<file path="src/rtl/brightness_scaler_if.sv">
// Pixel stream plus frame-setting bus for brightness_scaler.
// slave = the scaler's view; master = source/sink driving it.
interface brightness_scaler_if #(
  parameter int CH_W   = 4,
  parameter int NUM_CH = 3
);
  logic [1:0]             freq_flag;
  logic                   use_flag;
  logic [NUM_CH*CH_W-1:0] data_in;
  logic                   sop_in;
  logic                   eop_in;
  logic                   valid_in;
  logic                   ready_in;
  logic                   ready_out;
  logic [NUM_CH*CH_W-1:0] data_out;
  logic                   sop_out;
  logic                   eop_out;
  logic                   valid_out;

  modport slave (
    input  freq_flag, use_flag, data_in, sop_in, eop_in, valid_in, ready_in,
    output ready_out, data_out, sop_out, eop_out, valid_out
  );

  modport master (
    output freq_flag, use_flag, data_in, sop_in, eop_in, valid_in, ready_in,
    input  ready_out, data_out, sop_out, eop_out, valid_out
  );
endinterface

</file>
<file path="src/rtl/brightness_scaler.sv">
// Two-stage per-channel fixed-point gain with saturation, settings latched per frame.
// Optional per-frame clip counter enabled by defining BRI_CLIP_COUNT_EN.
module brightness_scaler #(
  parameter int CH_W      = 4,
  parameter int NUM_CH    = 3,
  parameter int GAIN_W    = 4,
  parameter int GAIN_FRAC = 2,
  parameter int GAIN0     = 4,
  parameter int GAIN1     = 8,
  parameter int GAIN2     = 12,
  parameter int GAIN3     = 2
) (
  input  logic              clk,
  input  logic              reset,
  brightness_scaler_if.slave bus
`ifdef BRI_CLIP_COUNT_EN
  ,
  output logic [15:0]       clip_count
`endif
);
  localparam int PIX_W  = NUM_CH * CH_W;
  localparam int PROD_W = CH_W + GAIN_W;
  localparam logic [PROD_W-1:0] CH_MAX = PROD_W'((1 << CH_W) - 1);

  logic [1:0]        sel_q;
  logic              use_q;
  logic [1:0]        sel_eff;
  logic              use_eff;
  logic [GAIN_W-1:0] gain;
  logic              advance;
  logic              accept;

  logic                           s1_valid;
  logic                           s1_sop;
  logic                           s1_eop;
  logic                           s1_use;
  logic [PIX_W-1:0]               s1_raw;
  logic [NUM_CH-1:0][PROD_W-1:0]  s1_prod;
  logic [NUM_CH-1:0][PROD_W-1:0]  prod_c;
  logic [PIX_W-1:0]               s2_data;
  logic [NUM_CH-1:0]              sat_c;

  // The whole pipeline moves together whenever the output slot is free.
  assign bus.ready_out = !bus.valid_out || bus.ready_in;
  assign advance       = bus.ready_out;
  assign accept        = bus.valid_in && advance;

  // The SOP beat itself already uses the freshly presented settings.
  always_comb begin
    sel_eff = (accept && bus.sop_in) ? bus.freq_flag : sel_q;
    use_eff = (accept && bus.sop_in) ? bus.use_flag  : use_q;
    case (sel_eff)
      2'd0:    gain = GAIN_W'(GAIN0);
      2'd1:    gain = GAIN_W'(GAIN1);
      2'd2:    gain = GAIN_W'(GAIN2);
      default: gain = GAIN_W'(GAIN3);
    endcase
    for (int c = 0; c < NUM_CH; c++) begin
      prod_c[c] = PROD_W'(bus.data_in[c*CH_W +: CH_W]) * PROD_W'(gain);
    end
  end

  always_comb begin : stage2_comb
    logic [PROD_W-1:0] q;
    q       = '0;
    s2_data = '0;
    sat_c   = '0;
    for (int c = 0; c < NUM_CH; c++) begin
      q        = s1_prod[c] >> GAIN_FRAC;
      sat_c[c] = (q > CH_MAX);
      s2_data[c*CH_W +: CH_W] = sat_c[c] ? {CH_W{1'b1}} : q[CH_W-1:0];
    end
    if (!s1_use) begin
      s2_data = s1_raw;
    end
  end

  always_ff @(posedge clk) begin
    if (reset) begin
      sel_q         <= 2'd0;
      use_q         <= 1'b1;
      s1_valid      <= 1'b0;
      s1_sop        <= 1'b0;
      s1_eop        <= 1'b0;
      s1_use        <= 1'b1;
      s1_raw        <= '0;
      s1_prod       <= '0;
      bus.valid_out <= 1'b0;
      bus.data_out  <= '0;
      bus.sop_out   <= 1'b0;
      bus.eop_out   <= 1'b0;
    end else begin
      if (accept && bus.sop_in) begin
        sel_q <= bus.freq_flag;
        use_q <= bus.use_flag;
      end
      if (advance) begin
        s1_valid      <= bus.valid_in;
        s1_sop        <= bus.valid_in && bus.sop_in;
        s1_eop        <= bus.valid_in && bus.eop_in;
        s1_use        <= use_eff;
        s1_raw        <= bus.data_in;
        s1_prod       <= prod_c;
        bus.valid_out <= s1_valid;
        bus.data_out  <= s2_data;
        bus.sop_out   <= s1_valid && s1_sop;
        bus.eop_out   <= s1_valid && s1_eop;
      end
    end
  end

`ifdef BRI_CLIP_COUNT_EN
  logic        clip_q;
  logic [15:0] clip_acc;
  logic [15:0] clip_total;

  always_comb begin
    clip_total = (clip_q && clip_acc != 16'hFFFF) ? clip_acc + 16'd1 : clip_acc;
  end

  always_ff @(posedge clk) begin
    if (reset) begin
      clip_q     <= 1'b0;
      clip_acc   <= 16'd0;
      clip_count <= 16'd0;
    end else begin
      if (advance) begin
        clip_q <= s1_valid && s1_use && (|sat_c);
      end
      if (bus.valid_out && bus.ready_in) begin
        if (bus.eop_out) begin
          clip_count <= clip_total;
          clip_acc   <= 16'd0;
        end else begin
          clip_acc   <= clip_total;
        end
      end
    end
  end
`endif
endmodule

</file>
<file path="src/flat_wrapper.sv">
// flat-port wrapper written by rule: the top's interface ports become plain ports
module brightness_scaler_flat 
#(
  parameter int CH_W      = 4,
  parameter int NUM_CH    = 3,
  parameter int GAIN_W    = 4,
  parameter int GAIN_FRAC = 2,
  parameter int GAIN0     = 4,
  parameter int GAIN1     = 8,
  parameter int GAIN2     = 12,
  parameter int GAIN3     = 2
)
  (clk, reset, bus_freq_flag, bus_use_flag, bus_data_in, bus_sop_in, bus_eop_in, bus_valid_in, bus_ready_in, bus_ready_out, bus_data_out, bus_sop_out, bus_eop_out, bus_valid_out);
  brightness_scaler_if #(.CH_W(CH_W), .NUM_CH(NUM_CH)) bus_i ();
  input  logic clk;
  input  logic reset;
  input wire logic [$bits(bus_i.freq_flag)-1:0] bus_freq_flag;
  input wire logic [$bits(bus_i.use_flag)-1:0] bus_use_flag;
  input wire logic [$bits(bus_i.data_in)-1:0] bus_data_in;
  input wire logic [$bits(bus_i.sop_in)-1:0] bus_sop_in;
  input wire logic [$bits(bus_i.eop_in)-1:0] bus_eop_in;
  input wire logic [$bits(bus_i.valid_in)-1:0] bus_valid_in;
  input wire logic [$bits(bus_i.ready_in)-1:0] bus_ready_in;
  output wire logic [$bits(bus_i.ready_out)-1:0] bus_ready_out;
  output wire logic [$bits(bus_i.data_out)-1:0] bus_data_out;
  output wire logic [$bits(bus_i.sop_out)-1:0] bus_sop_out;
  output wire logic [$bits(bus_i.eop_out)-1:0] bus_eop_out;
  output wire logic [$bits(bus_i.valid_out)-1:0] bus_valid_out;
  assign bus_i.freq_flag = bus_freq_flag;
  assign bus_i.use_flag = bus_use_flag;
  assign bus_i.data_in = bus_data_in;
  assign bus_i.sop_in = bus_sop_in;
  assign bus_i.eop_in = bus_eop_in;
  assign bus_i.valid_in = bus_valid_in;
  assign bus_i.ready_in = bus_ready_in;
  assign bus_ready_out = bus_i.ready_out;
  assign bus_data_out = bus_i.data_out;
  assign bus_sop_out = bus_i.sop_out;
  assign bus_eop_out = bus_i.eop_out;
  assign bus_valid_out = bus_i.valid_out;
  brightness_scaler #(.CH_W(CH_W), .NUM_CH(NUM_CH), .GAIN_W(GAIN_W), .GAIN_FRAC(GAIN_FRAC), .GAIN0(GAIN0), .GAIN1(GAIN1), .GAIN2(GAIN2), .GAIN3(GAIN3)) u_core (.clk(clk), .reset(reset), .bus(bus_i));
endmodule
</file>
<file path="config.mk">
export PLATFORM = sky130hd
export DESIGN_NAME = brightness_scaler_flat
export DESIGN_NICKNAME = d
export VERILOG_FILES = /design/src/rtl/brightness_scaler_if.sv /design/src/rtl/brightness_scaler.sv /design/src/flat_wrapper.sv
export SDC_FILE = /design/constraint.sdc
export NUM_CORES = 1
export LEC_CHECK = 0
export BUFFER_PORTS_ARGS = -buffer_cell sky130_fd_sc_hd__buf_4
export CAP_MARGIN = 20
export CORE_MARGIN = 2
export CORE_UTILIZATION = 40
export CTS_BUF_LIST = sky130_fd_sc_hd__clkbuf_8
export CTS_CLUSTER_DIAMETER = 50
export DETAILED_ROUTE_END_ITERATION = 8
export SLEW_MARGIN = 0
export SYNTH_ARGS = -nofsm -noshare
export SYNTH_HDL_FRONTEND = slang
export SYNTH_SLANG_ARGS = --single-unit
</file>
<file path="constraint.sdc">
create_clock -name clk -period 6.16 [get_ports clk]
set_clock_uncertainty 0.15 [all_clocks]
set_input_delay 1.232 -clock clk [delete_from_list [all_inputs] [get_ports clk]]
set_output_delay 1.232 -clock clk [all_outputs]
set_load 0.1 [all_outputs]
</file>
==> flow_metrics.py <==
metrics = {
    "clock_tree": {
        "cts_buffers": 5,
        "path_clk_slew_ns": 0.09,
        "cts_root_buffer": "clkbuf_8",
        "hold_buffers": 0,
        "insertion_delay_ns": 0.29,
        "clockBufferDepth": 2,
        "cts_htree_levels": 2,
        "cts_tree": "done",
        "cts.repair.resized": 0,
        "cts_setup_buffers": 0,
        "clock-sinks": 52,
    },
    "critical_path": {
        "critPathMaxFanout": 24,
        "r2r_cells": 12,
        "worstPathRequired_ns": 6.21,
        "cp_common_cell": "ha_1",
        "arrival_ns": 4.94,
        "regToRegEndpoint": "u_core.s1_prod[6]",
        "cp_slowest_stage_delay_ns": 0.49,
        "crit_buf_inv": 2,
        "crit_cells": 13,
        "critical_path.cell_chain": "buf_4, nor2b_4, inv_2, nand3_2, nand2_1, ha_1, and2_1, fa_1, ha_1, ha_1, fa_1, xnor2_1, a211oi_1",
        "worst_path_max_delay_cell": "fa_1",
        "worstSetupPathType": "in -> reg",
        "r2r_setup_slack_ns": 1.95,
        "path_delay_family": "adder cells",
        "end_kind": "flip-flop",
        "cp-start-kind": "input pin",
        "rr_startpoint": "u_core.bus.valid_out",
    },
    "routing": {
        "routed_wirelength_um": 6470,
        "drt_iter0_drc": 85,
        "viasPerCell": 5.14,
        "wl_per_cell_um": 13.5,
        "drtPass1Iterations": 4,
        "vias": 2464,
        "drtAntennaViolNets": 0,
        "drc": 0,
    },
    "hold_path": {
        "min_path_cells": 2,
        "whs_endpoint": "u_core.bus.data_out[5]",
        "hold_start": "u_core.bus.data_out[5]",
        "worstHoldPathType": "reg -> reg",
    },
    "place": {
        "routabilityCongestion": 0.831,
        "dpl.cell_count": 472,
        "port_buffers": 36,
        "post-dp-hpwl_um": 4640,
    },
    "global_routing": {
        "antenna_found_initial": 0,
        "grt_pass1_wl_um": 11000,
        "grtUsageTotal_pct": 16.5,
        "grt_overflow": 0,
        "grt_max_degree": 59,
        "first_global_vias": 2292,
    },
    "die": {
        "dieWidth_um": 90.0,
        "die_y_um": 90.0,
        "rows": 31,
        "core-area_um2": 7210,
        "start_util_pct": 41.0,
        "die-area_um2": 8110,
        "ios": 37,
    },
    "timing": {
        "rsz0062_at_grt": "false",
        "finalHoldViolCount": 0,
        "final-setup-viol-count": 0,
        "fmax_ghz": 0.205,
        "finalMaxSlewViolations": 0,
        "final.period_utilization_pct": 79.3,
        "tightest_slew_ns": 0.868,
        "fin_tns_setup_ns": 0,
        "period_minus_slack_ns": 4.89,
        "slew_headroom_pct": 42.1,
    },
    "logic_synthesis": {
        "synth_cell_type_count": 32,
        "synth_area_um2": 2960,
        "synth.net_count": 417,
        "syn_avg_cell_area_um2": 8.25,
        "seq_area_frac_synth_pct": 35.2,
        "synth_cells": 359,
        "synth_top_area_share_pct": 35.2,
        "ys_warn_count": 0,
        "synth_largest_area_cell": "dfxtp_1",
        "ys_ff_latch": 52,
        "synth_area_leaders": "dfxtp_1, ha_1, nand2_1",
    },
    "layout": {
        "nets": 438,
        "diodes": 0,
        "drive_above_1_share_pct": 12.9,
        "final_cells": 479,
        "areaGrowthSynthToFinish_pct": 13.4,
    },
    "pwr": {
        "p_switching_mw": 0.296,
        "leakage_nw": 1.57,
        "ir_drop_mv": 0.113,
        "clkPwrFrac_pct": 29.3,
        "power_mw": 0.910,
        "p_int_mw": 0.614,
        "netSwitchingFraction_pct": 32.5,
        "combPwrFrac_pct": 28.1,
        "power_density_nw_per_um2": 271,
        "power.share.sequential_pct": 42.6,
    },
    "run_status": {
        "status": "completed",
    },
    "flow_run": {
        "drv_cap": 0,
    },
}
how the worst max path moves through the flow:
stage	startpoint	endpoint	slack, ns
after floorplan	bus_ready_in	u_core.s1_prod[22]	1.81
after global placement	bus_ready_in	u_core.s1_prod[6]	1.14
after detailed placement	bus_ready_in	u_core.s1_prod[6]	1.03
after CTS	bus_ready_in	u_core.s1_prod[6]	1.29
after global routing	bus_ready_in	u_core.s1_prod[14]	1.0
final	bus_ready_in	u_core.s1_prod[6]	1.27
per-layer routing:
layer	wire [µm]	track usage, %	vias up
met5	0	0	-
met4	59	2.82	0
met3	283	3.86	6
met2	3210	29.3	48
met1	2910	20.6	1160
li1	-	-	1250
synth_stat cells:
cell type,number
buf_4,4
nand2b_1,2
nand2_1,80
inv_1,16
and3_1,9
o211ai_1,2
a2111o_1,3
nand3_1,11
o21ai_2,1
nor2b_1,1
xnor2_1,3
a211o_1,13
nand3_2,1
a21o_1,2
o21bai_1,1
clkbuf_1,6
ha_1,28
nor3_1,12
and2_1,12
or3_1,2
o21ai_0,1
nor2b_4,1
fa_1,9
dfxtp_1,52
nand4_1,1
buf_2,11
nand3b_1,3
inv_2,1
a211oi_1,4
a21oi_1,46
buf_6,3
nor2_1,18
power groups by stage:
| stage | combinational (mW) | sequential [mW] | clock, mW |
|---|---|---|---|
| finish | 0.256 | 0.388 | 0.267 |
| global route | 0.282 | 0.393 | 0.289 |
| CTS | 0.259 | 0.388 | 0.277 |
| detailed placement | 0.258 | 0.396 | 0 |
| global placement | 0.256 | 0.396 | 0 |
| floorplan | 0.124 | 0.468 | 0 |
cell type report:
| class | instances | area [µm²] |
|---|---|---|
| Clock buffer | 5 | 68.8 |
| Clock inverter | 2 | 60.1 |
| Fill cell | 749 | 3860 |
| Inverter | 17 | 63.8 |
| Multi-Input combinational cell | 266 | 1710 |
| Sequential cell | 52 | 1040 |
| Tap cell | 99 | 124 |
| Timing Repair Buffer | 38 | 285 |
metrics by stage:
step | setup slack (ns) | hold WS [ns] | util, % | cell area, µm²
after global routing | 1.00 | 0.327 | 46.5 | 3360
after detailed placement | 1.03 | 0.294 | 44.7 | 3230
after global placement | 1.14 | 0.290 | 44.7 | 3230
after CTS | 1.29 | 0.308 | 46.5 | 3360
after floorplan | 1.81 | 0.282 | - | 2960
final | 1.27 | 0.304 | 46.5 | 3360
flip-flops by register name, indices dropped and copies added (netlist names):
name	cells
u_core.s1_prod	18
u_core.bus.data_out	12
u_core.s1_raw	12
u_core.sel_q	2
u_core.bus.eop_out	1
u_core.bus.sop_out	1
u_core.bus.valid_out	1
u_core.s1_eop	1
u_core.s1_sop	1
u_core.s1_use	1
u_core.s1_valid	1
u_core.use_q	1
worst reg2reg max path: cells and delay by family (launching register included):
family	cells	cell delay [ns]
adders and majority gates	5	1.88
and+or+nand+nor	4	1.08
DFF	1	0.34
AOI/OAI and AO/OA	1	0.23
buffers and inverters	1	0.30
xor gates and xnor gates	1	0.14
kinds of logic (layout without fill, tap and decap cells):
logic type,count (synthesis),after routing,share of synthesized area (%)
XOR/XNOR,3,3,0.888
flip-flops,52,52,35.2
AO/OA/AOI/OAI,73,73,15.5
buffers and inverters,41,62,6.93
AND/OR/NAND/NOR,153,153,23.6
adder cells (fa/ha/maj),37,37,17.9
cell usage in the layout (no fill, tap or decap), drive strengths merged:
cell type	netlist	layout
nand2	80	80
dfxtp	52	52
a21oi	46	46
buf	18	38
ha	28	28
nor2	18	18
inv	17	17
a211o	13	13
and2	12	12
nor3	12	12
nand3	12	12
and3	9	9
fa	9	9
clkbuf	6	5
a211oi	4	4
xnor2	3	3
a2111o	3	3
nand3b	3	3
a21o	2	2
or3	2	2
nand2b	2	2
o211ai	2	2
bufinv	0	2
nor2b	2	2
o21ai	2	2
nand4	1	1
o21bai	1	1
No activity file was read; power rests on OpenSTA's default activity.
